File: src/rtl/pwm_generator.sv
// -----------------------------------------------------------------------------
// pwm_generator
//
// Responder end of the steering PWM handshake. It takes ratio/direction
// requests qualified by pwm_update and drives the motor PWM pin and the
// direction pin. A new ratio is applied only at a period boundary. A direction
// reversal while the bridge is driving inserts one full period of low output
// before the new direction is applied. This dead band protects the H-bridge.
//
// Parameters:
//   PRESCALE    clock cycles per PWM counter step (1..256); period = 255*PRESCALE
//   PRESCALE_W  width of the prescaler counter
//
// Ports:
//   clock          main clock
//   reset_n        asynchronous active-low reset
//   pwm_enable     0 forces the block to DISABLED
//   pwm_update     level request to apply pwm_ratio / pwm_direction
//   pwm_ratio      requested high time out of 255
//   pwm_direction  requested motor direction
//   pwm_done       one-cycle pulse: a requested ratio was loaded at a boundary
//   pwm_signal     PWM pin to the motor driver
//   dir_out        direction pin to the motor driver
//   period_start   one-cycle pulse following each period boundary (debug)
// -----------------------------------------------------------------------------
module pwm_generator #(
    parameter int unsigned PRESCALE   = 4,
    parameter int unsigned PRESCALE_W = 8
) (
    input  logic       clock,
    input  logic       reset_n,
    input  logic       pwm_enable,
    input  logic       pwm_update,
    input  logic [7:0] pwm_ratio,
    input  logic       pwm_direction,
    output logic       pwm_done,
    output logic       pwm_signal,
    output logic       dir_out,
    output logic       period_start
);

    typedef enum logic [1:0] {
        ST_DISABLED = 2'd0,
        ST_RUN      = 2'd1,
        ST_DEADBAND = 2'd2
    } state_e;

    localparam logic [PRESCALE_W-1:0] PRESCALE_LAST = PRESCALE_W'(PRESCALE - 1);
    localparam logic [7:0]            COUNT_LAST    = 8'd254;

    state_e                state_q, state_d;
    logic [PRESCALE_W-1:0] prescaler_q, prescaler_d;
    logic [7:0]            counter_q, counter_d;
    logic [7:0]            active_ratio_q, active_ratio_d;
    logic                  pending_q, pending_d;
    logic                  done_q, done_d;
    logic                  signal_q, signal_d;
    logic                  dir_q, dir_d;
    logic                  period_start_q, period_start_d;

    logic tick;
    logic boundary;
    logic load_req;

    assign tick     = (prescaler_q == PRESCALE_LAST);
    assign boundary = (state_q != ST_DISABLED) && tick && (counter_q == COUNT_LAST);
    // A request that arrives on the boundary cycle itself is still honoured.
    assign load_req = pending_q | pwm_update;

    always_comb begin
        // NOTE: every signal assigned here gets a default first, so no path
        // leaves one unassigned and no latch is inferred.
        state_d        = state_q;
        prescaler_d    = prescaler_q;
        counter_d      = counter_q;
        active_ratio_d = active_ratio_q;
        pending_d      = pending_q;
        done_d         = 1'b0;
        signal_d       = signal_q;
        dir_d          = dir_q;
        period_start_d = boundary;

        case (state_q)
            ST_DISABLED: begin
                // Everything held at zero. The direction pin keeps its last value.
                prescaler_d    = '0;
                counter_d      = '0;
                pending_d      = 1'b0;
                active_ratio_d = '0;
                signal_d       = 1'b0;
                if (pwm_enable) begin
                    state_d = ST_RUN;
                end
            end

            ST_RUN, ST_DEADBAND: begin
                if (tick) begin
                    prescaler_d = '0;
                    counter_d   = (counter_q == COUNT_LAST) ? 8'd0 : counter_q + 8'd1;
                end else begin
                    prescaler_d = prescaler_q + PRESCALE_W'(1);
                end

                // The ratio only changes at a boundary. The compare against the
                // current counter therefore never glitches mid-period.
                signal_d = (counter_q < active_ratio_q);

                if (pwm_update) begin
                    pending_d = 1'b1;
                end

                if (boundary) begin
                    if (state_q == ST_DEADBAND) begin
                        // Dead band served. Apply whatever is requested now,
                        // even if the direction has reverted meanwhile.
                        active_ratio_d = pwm_ratio;
                        dir_d          = pwm_direction;
                        pending_d      = 1'b0;
                        done_d         = 1'b1;
                        state_d        = ST_RUN;
                    end else if (load_req) begin
                        if ((pwm_direction == dir_q) || (active_ratio_q == 8'd0)) begin
                            active_ratio_d = pwm_ratio;
                            dir_d          = pwm_direction;
                            pending_d      = 1'b0;
                            done_d         = 1'b1;
                        end else begin
                            // Reversal while driving: hold the output low for a
                            // full period. Keep the request pending.
                            active_ratio_d = '0;
                            state_d        = ST_DEADBAND;
                        end
                    end
                end
            end

            default: begin
                state_d = ST_DISABLED;
            end
        endcase

        // Disable wins from any state. Pending requests are dropped silently.
        if (!pwm_enable) begin
            state_d        = ST_DISABLED;
            prescaler_d    = '0;
            counter_d      = '0;
            pending_d      = 1'b0;
            active_ratio_d = '0;
            signal_d       = 1'b0;
            done_d         = 1'b0;
        end
    end

    always_ff @(posedge clock or negedge reset_n) begin
        if (!reset_n) begin
            state_q        <= ST_DISABLED;
            prescaler_q    <= '0;
            counter_q      <= '0;
            active_ratio_q <= '0;
            pending_q      <= 1'b0;
            done_q         <= 1'b0;
            signal_q       <= 1'b0;
            dir_q          <= 1'b0;
            period_start_q <= 1'b0;
        end else begin
            // NOTE: non-blocking assignments, so every register samples the
            // pre-edge value of every other register.
            state_q        <= state_d;
            prescaler_q    <= prescaler_d;
            counter_q      <= counter_d;
            active_ratio_q <= active_ratio_d;
            pending_q      <= pending_d;
            done_q         <= done_d;
            signal_q       <= signal_d;
            dir_q          <= dir_d;
            period_start_q <= period_start_d;
        end
    end

    assign pwm_done     = done_q;
    assign pwm_signal   = signal_q;
    assign dir_out      = dir_q;
    assign period_start = period_start_q;

endmodule
File: config.mk
export PLATFORM = sky130hd
export DESIGN_NAME = pwm_generator
export DESIGN_NICKNAME = d
export VERILOG_FILES = /design/src/rtl/pwm_generator.sv
export SDC_FILE = /design/constraint.sdc
export NUM_CORES = 1
export LEC_CHECK = 0
export CAP_MARGIN = 20
export CORE_MARGIN = 2
export CORE_UTILIZATION = 40
export DETAILED_ROUTE_END_ITERATION = 10
export MAX_ROUTING_LAYER = met4
export PLACE_DENSITY = 0.56
export SYNTH_ARGS = -nofsm -noshare
export SYNTH_HDL_FRONTEND = slang
export SYNTH_SLANG_ARGS = --single-unit
File: constraint.sdc
create_clock -name clock -period 3.1 [get_ports clock]
set_clock_uncertainty 0.2 [all_clocks]
set_input_delay 0.93 -clock clock [delete_from_list [all_inputs] [get_ports clock]]
set_output_delay 0.93 -clock clock [all_outputs]
set_load 0.01 [all_outputs]
# After elaboration in Yosys (flattened, before gate mapping)
# Cells that the tools add are included.
# totals
reg_bits	31
out_inout_bits	4
# classes
n_addsub	2
magnitude_cmp	1
n_eq_ne	10
n_mux	37
bitwise	1
reduce_logical	13
# ops
cell	count
8-bit 2-to-1 mux	10
8-bit one-hot mux with 2 select lines	3
8-bit by 1-bit adder with 8-bit output (second input constant)	2
1-bit 2-to-1 mux	16
2-bit 2-to-1 mux	5
8-bit by 2-bit equality test with 1-bit output (second input constant)	1
8-bit equality test (second input constant)	1
8-bit zero test	1
8-bit < comparator	1
4-bit inequality test (second input constant)	2
3-bit inequality test (second input constant)	2
3-bit AND reduction	2
2-bit nonzero test	3
1-bit one-hot mux with 2 select lines	2
2-bit one-hot mux with 2 select lines	1
4-bit AND reduction	1
3-bit by 1-bit inequality test with 1-bit output (second input constant)	1
2-bit by 1-bit equality test with 1-bit output (second input constant)	1
2-bit equality test (second input constant)	1
1-bit logical AND	2
2-bit zero test	1
2-bit AND reduction	1
2-bit OR reduction	1
1-bit equality test	1
other kinds (2)	2

# Logic depth before layout (Yosys ltp)
# Gate-level depths: netlist of the first run.
# logic_depth
depth_word	8
mapped_depth	8
depth_no_buf	7

# Worst setup path after synthesis of the first run
# No wires, ideal clock.
# synth_timing
path_type	input port to flip-flop
start	input port pwm_enable
end	register counter_q[6]
arrival_ns	2.377
t_required_ns	2.777
path_slack_ns	0.400
path_stages	7
n_path_buf	2
path_cell_list	clkbuf_1 > nor3b_1 > clkbuf_1 > nor2_1 > nand3_1 > xor2_1 > nor2_1
# synth_between
elab_chain_len	2
# synth_lines
element	line_no	source
start, declared	32	input logic pwm_enable,
3-bit inequality test (no source line) / 3-bit by 1-bit inequality test with 1-bit output (equally long branches)	--	
2-bit AND reduction (no source line)	--	
end signal, assigned	170	counter_q <= counter_d;
end, declared	53	logic [7:0] counter_q, counter_d;
# Several ways; a longest one is shown, not always the timed one.
# A chain may end at the register's enable or synchronous reset.

# Final worst setup path of the first run
# layout_timing
start	register prescaler_q[0]
end	register counter_q[7]
# layout_between
elab_chain_len	3
# layout_lines
element	line_no	source
start, declared	52	logic [PRESCALE_W-1:0] prescaler_q, prescaler_d;
start signal, assigned	169	prescaler_q <= prescaler_d;
8-bit by 2-bit equality test with 1-bit output	65	assign tick = (prescaler_q == PRESCALE_LAST);
3-bit inequality test (no source line)	--	
2-bit AND reduction (no source line)	--	
# Every way passes these cells.

==> results.txt, run 1 <==
----------------------------------------------------
[Logic synthesis]
  Async set-or-reset flop fraction in the synthesized netlist ... 100%
  Fraction of the mapped netlist area in adder cells ... 10.4%
  Mux contribution to synthesized area ... 1.17%
  Top FF cell, synth ... dfrtp_1
  EDFF count, synth ... 0
  Post-synthesis area per instance ... 9.14 um^2
  Count of distinct cell types in the synthesized netlist ... 46
  Share of the synthesized area in compound gates (AO/OA/AOI/OAI) ... 15.3%
  Largest family of logic cells by synthesized area ... simple AND/OR/NAND/NOR gates
  Xor-xnor portion of the synthesized cell area ... 3.39%
  Netlist area before placement ... 1810 um^2
  Synthesized-area fraction occupied by and/or/nand/nor cells ... 23.6%
  Post-Synthesis Cells ... 198
  Synth Warn # ... 0
  Part of the Yosys area used for sequential elements ... 42.8%
  Syn_nets ... 226
  Number of synthesized register bits ... 31

[Clock tree]
  Buffer count from post-CTS setup fixing ... 0
  Maximum level of the CTS H-tree ... 2
  Clock buffer count from CTS ... 5
  Hold buffer count at CTS ... 0
  Gates resized, CTS repair ... 0
  Clk buf depth ... 2
  Clock Pin Slew Worst Setup and Hold Paths ... 0.07 ns
  Clock tree from TritonCTS ... yes
  CTS root buf ... clkbuf_8
  Sinks on Clock Net ... 31
  Clock latency reported for the late side of the worst-skew pair ... 0.28 ns

[Layout]
  Diode insertion count for antenna repair ... 0
  Fraction of final layout cells sized beyond drive strength 1 ... 8.93%
  Final std cell area, no fill ... 2150 um^2
  Number of nets at the end of the flow ... 251
  Commonest cells after routing, fill and taps aside ... nand2_1, dfrtp_1, o21ai_0, nor2_1, clkdlybuf4s50_1
  Filler cells ... 428
  Fin util ... 49.3%
  Area growth, synth to finish ... 18.5%

[Placement]
  I/O Buffers ... 16
  Routability congestion estimate from global placement ... 0.859
  Placement Cell Area ... 2060 um^2
  DP Wirelength ... 3040 um

[Global route]
  Maximum number of pins on one net before global-route repair ... 32
  Global-route wire length before repair ... 7200 um
  Vias in the first global route ... 1547
  Tot GR Track Use ... 18.6%
  Number of antenna violations at the first check in global routing ... 0
  Grt ovf ... 0

[Die]
  Number of I/O pins ... 17
  Number of core rows ... 24
  Die Ht ... 71.3 um
  Starting utilization of the core area ... 41.6%
  Floorplan die area ... 5080 um^2
  Width of the die ... 71.3 um
  Area of the core ... 4350 um^2

[Power]
  PD cells ... 731 nW/um^2
  Total power draw ... 0.00157 W
  Leakage power total ... 0.917 nW
  Peak supply drop ... 410 uV

[Critical path]
  Type of element capturing the critical path ... flip-flop
  Signal arrival time at the worst endpoint ... 2.61 ns
  Reg-to-reg slack, setup ... 0.46 ns
  Crit Path Max Fanout ... 6
  Crit start category ... flip-flop
  CP Data Required Time ... 3.07 ns
  Worst Setup Path Type ... flip-flop to flip-flop

[Timing]
  Setup repair after global routing missed its margin ... false
  Final hold violation count ... 0
  Achievable frequency ... 379 MHz
  Share of the clock period used by the worst path after layout ... 85.0%
  Final TNS setup ... 0 ns
  Final-report setup violation count ... 0
  Headroom to the max-slew limit ... 70.8%
  Hold slack ... 0.309 ns
  Slew at the pin closest to its max-slew limit ... 0.434 ns
  Count of final max-slew check failures ... 0
  Minimum clock period after layout ... 2.64 ns

[Route]
  Routed wire length per instance ... 14.6 um
  Detailed-route via count ... 1529
  Number of detailed-routing iterations run before antenna repair ... 4
  Wirelength, routed ... 4020 um
  Initial detailed-routing violation count ... 103
  DRC violations left ... 0
  Antenna violation net count after detailed routing ... 0
  Vias per inst ... 5.54

[Flow run]
  Maximum capacitance violations ... 0

[Outcome]
  Result of the run ... completed

[Min path]
  Classification of the worst-slack hold path ... flip-flop to flip-flop

----------------------------------------------------
==> per-stage QoR <==
stage / setup slack, ns / instances
4_1_cts: 0.465 / 276
2_1_floorplan: 0.400 / 198
6_report: 0.464 / 276
3_5_place_dp: 0.318 / 268
5_1_grt: 0.320 / 276
3_3_place_gp: 0.365 / 268
==> power breakdown <==
| part | total [W] | internal (W) | switching [W] |
|---|---|---|---|
| Combinational | 0.000698 | 0.000281 | 0.000417 |
| Sequential | 0.000568 | 0.000487 | 0.0000813 |
| Clock | 0.000303 | 0.000157 | 0.000145 |
| Total | 0.00157 | 0.000925 | 0.000644 |
==> critical path: stages, from the launching register on <==
cell and delay (ns):
dfrtp_1 0.44, ha_1 0.24, or4b_4 0.53, or4_4 0.57
a21oi_4 0.25, o22ai_1 0.10, a21o_1 0.19
==> cell usage after synthesis (all sizes together), types with 2 or more instances <==
library cell,count,share of area (%)
nor3,2,0.55
clkbuf,3,0.62
o31ai,2,0.83
and2,2,0.69
nor2,17,3.5
a31oi,2,0.69
a32o,2,1.1
a21oi,6,2.3
xnor2,4,1.9
o21ai,26,7.4
dfrtp,31,43
or3,2,0.69
nand4,3,1.0
inv,12,2.5
nand3,7,1.9
nand2,31,6.4
ha,15,10
nor4,5,2.6
xor2,3,1.5
and3,2,0.76
==> cell families after synthesis <==
kind of cell             after synthesis
AND/OR/NAND/NOR                       82
AO/OA/AOI/OAI                         45
flip-flops                            31
buffers and inverters                 16
adder cells (fa/ha/maj)               15
XOR/XNOR                               7
multiplexers                           2
==> registers in the layout, indices dropped and copies added, names as in the netlist <==
| signal | count |
|---|---|
| state_q | 2 |
| pwm_done | 1 |
| dir_out | 1 |
| prescaler_q | 8 |
| counter_q | 8 |
| pending_q | 1 |
| period_start | 1 |
| active_ratio_q | 8 |
| pwm_signal | 1 |
==> cell type report <==
type / instances / area (um^2) / share of cell area [%]
timing repair buffer: 22 / 205 / 9.56
inverter: 12 / 45.0 / 2.10
sequential: 31 / 776 / 36.2
clock inverter: 1 / 5.00 / 0.233
clock buffer: 7 / 76.3 / 3.56
tap: 52 / 65.1 / 3.03
multi-input combinational: 151 / 973 / 45.4
==> path summary, 6_finish.rpt <==
check	depth (start not counted)	end	from
worst max-delay path	6	counter_q[7]	prescaler_q[0]
worst min-delay path	2	active_ratio_q[0]	active_ratio_q[0]
worst min register to register	2	active_ratio_q[0]	active_ratio_q[0]
max in group asynchronous	2	pwm_signal	reset_n
worst max register to register	6	counter_q[7]	prescaler_q[0]
min in group asynchronous	2	counter_q[6]	reset_n
==> per-layer routing <==
layer | up-vias | GRT usage, % | part of all wire [%]
li1 | 750 | - | -
met5 | - | - | 0
met3 | 4 | 4.92 | 3.0
met4 | 0 | 5.45 | 1.1
met2 | 25 | 28.9 | 49
met1 | 750 | 23.9 | 47
Note: power is estimated with default switching activity, not from simulation.
==> inputs of run 2 (changes only) <==
--- a/config.mk
+++ b/config.mk
@@ -9,6 +9,7 @@
 export CORE_MARGIN = 2
 export CORE_UTILIZATION = 40
 export DETAILED_ROUTE_END_ITERATION = 10
+export HOLD_SLACK_MARGIN = 0.02
 export MAX_ROUTING_LAYER = met4
 export PLACE_DENSITY = 0.56
 export SYNTH_ARGS = -nofsm -noshare
==> results of run 2 <==
Final layout, timing and power as in run 1 (identical DEF).
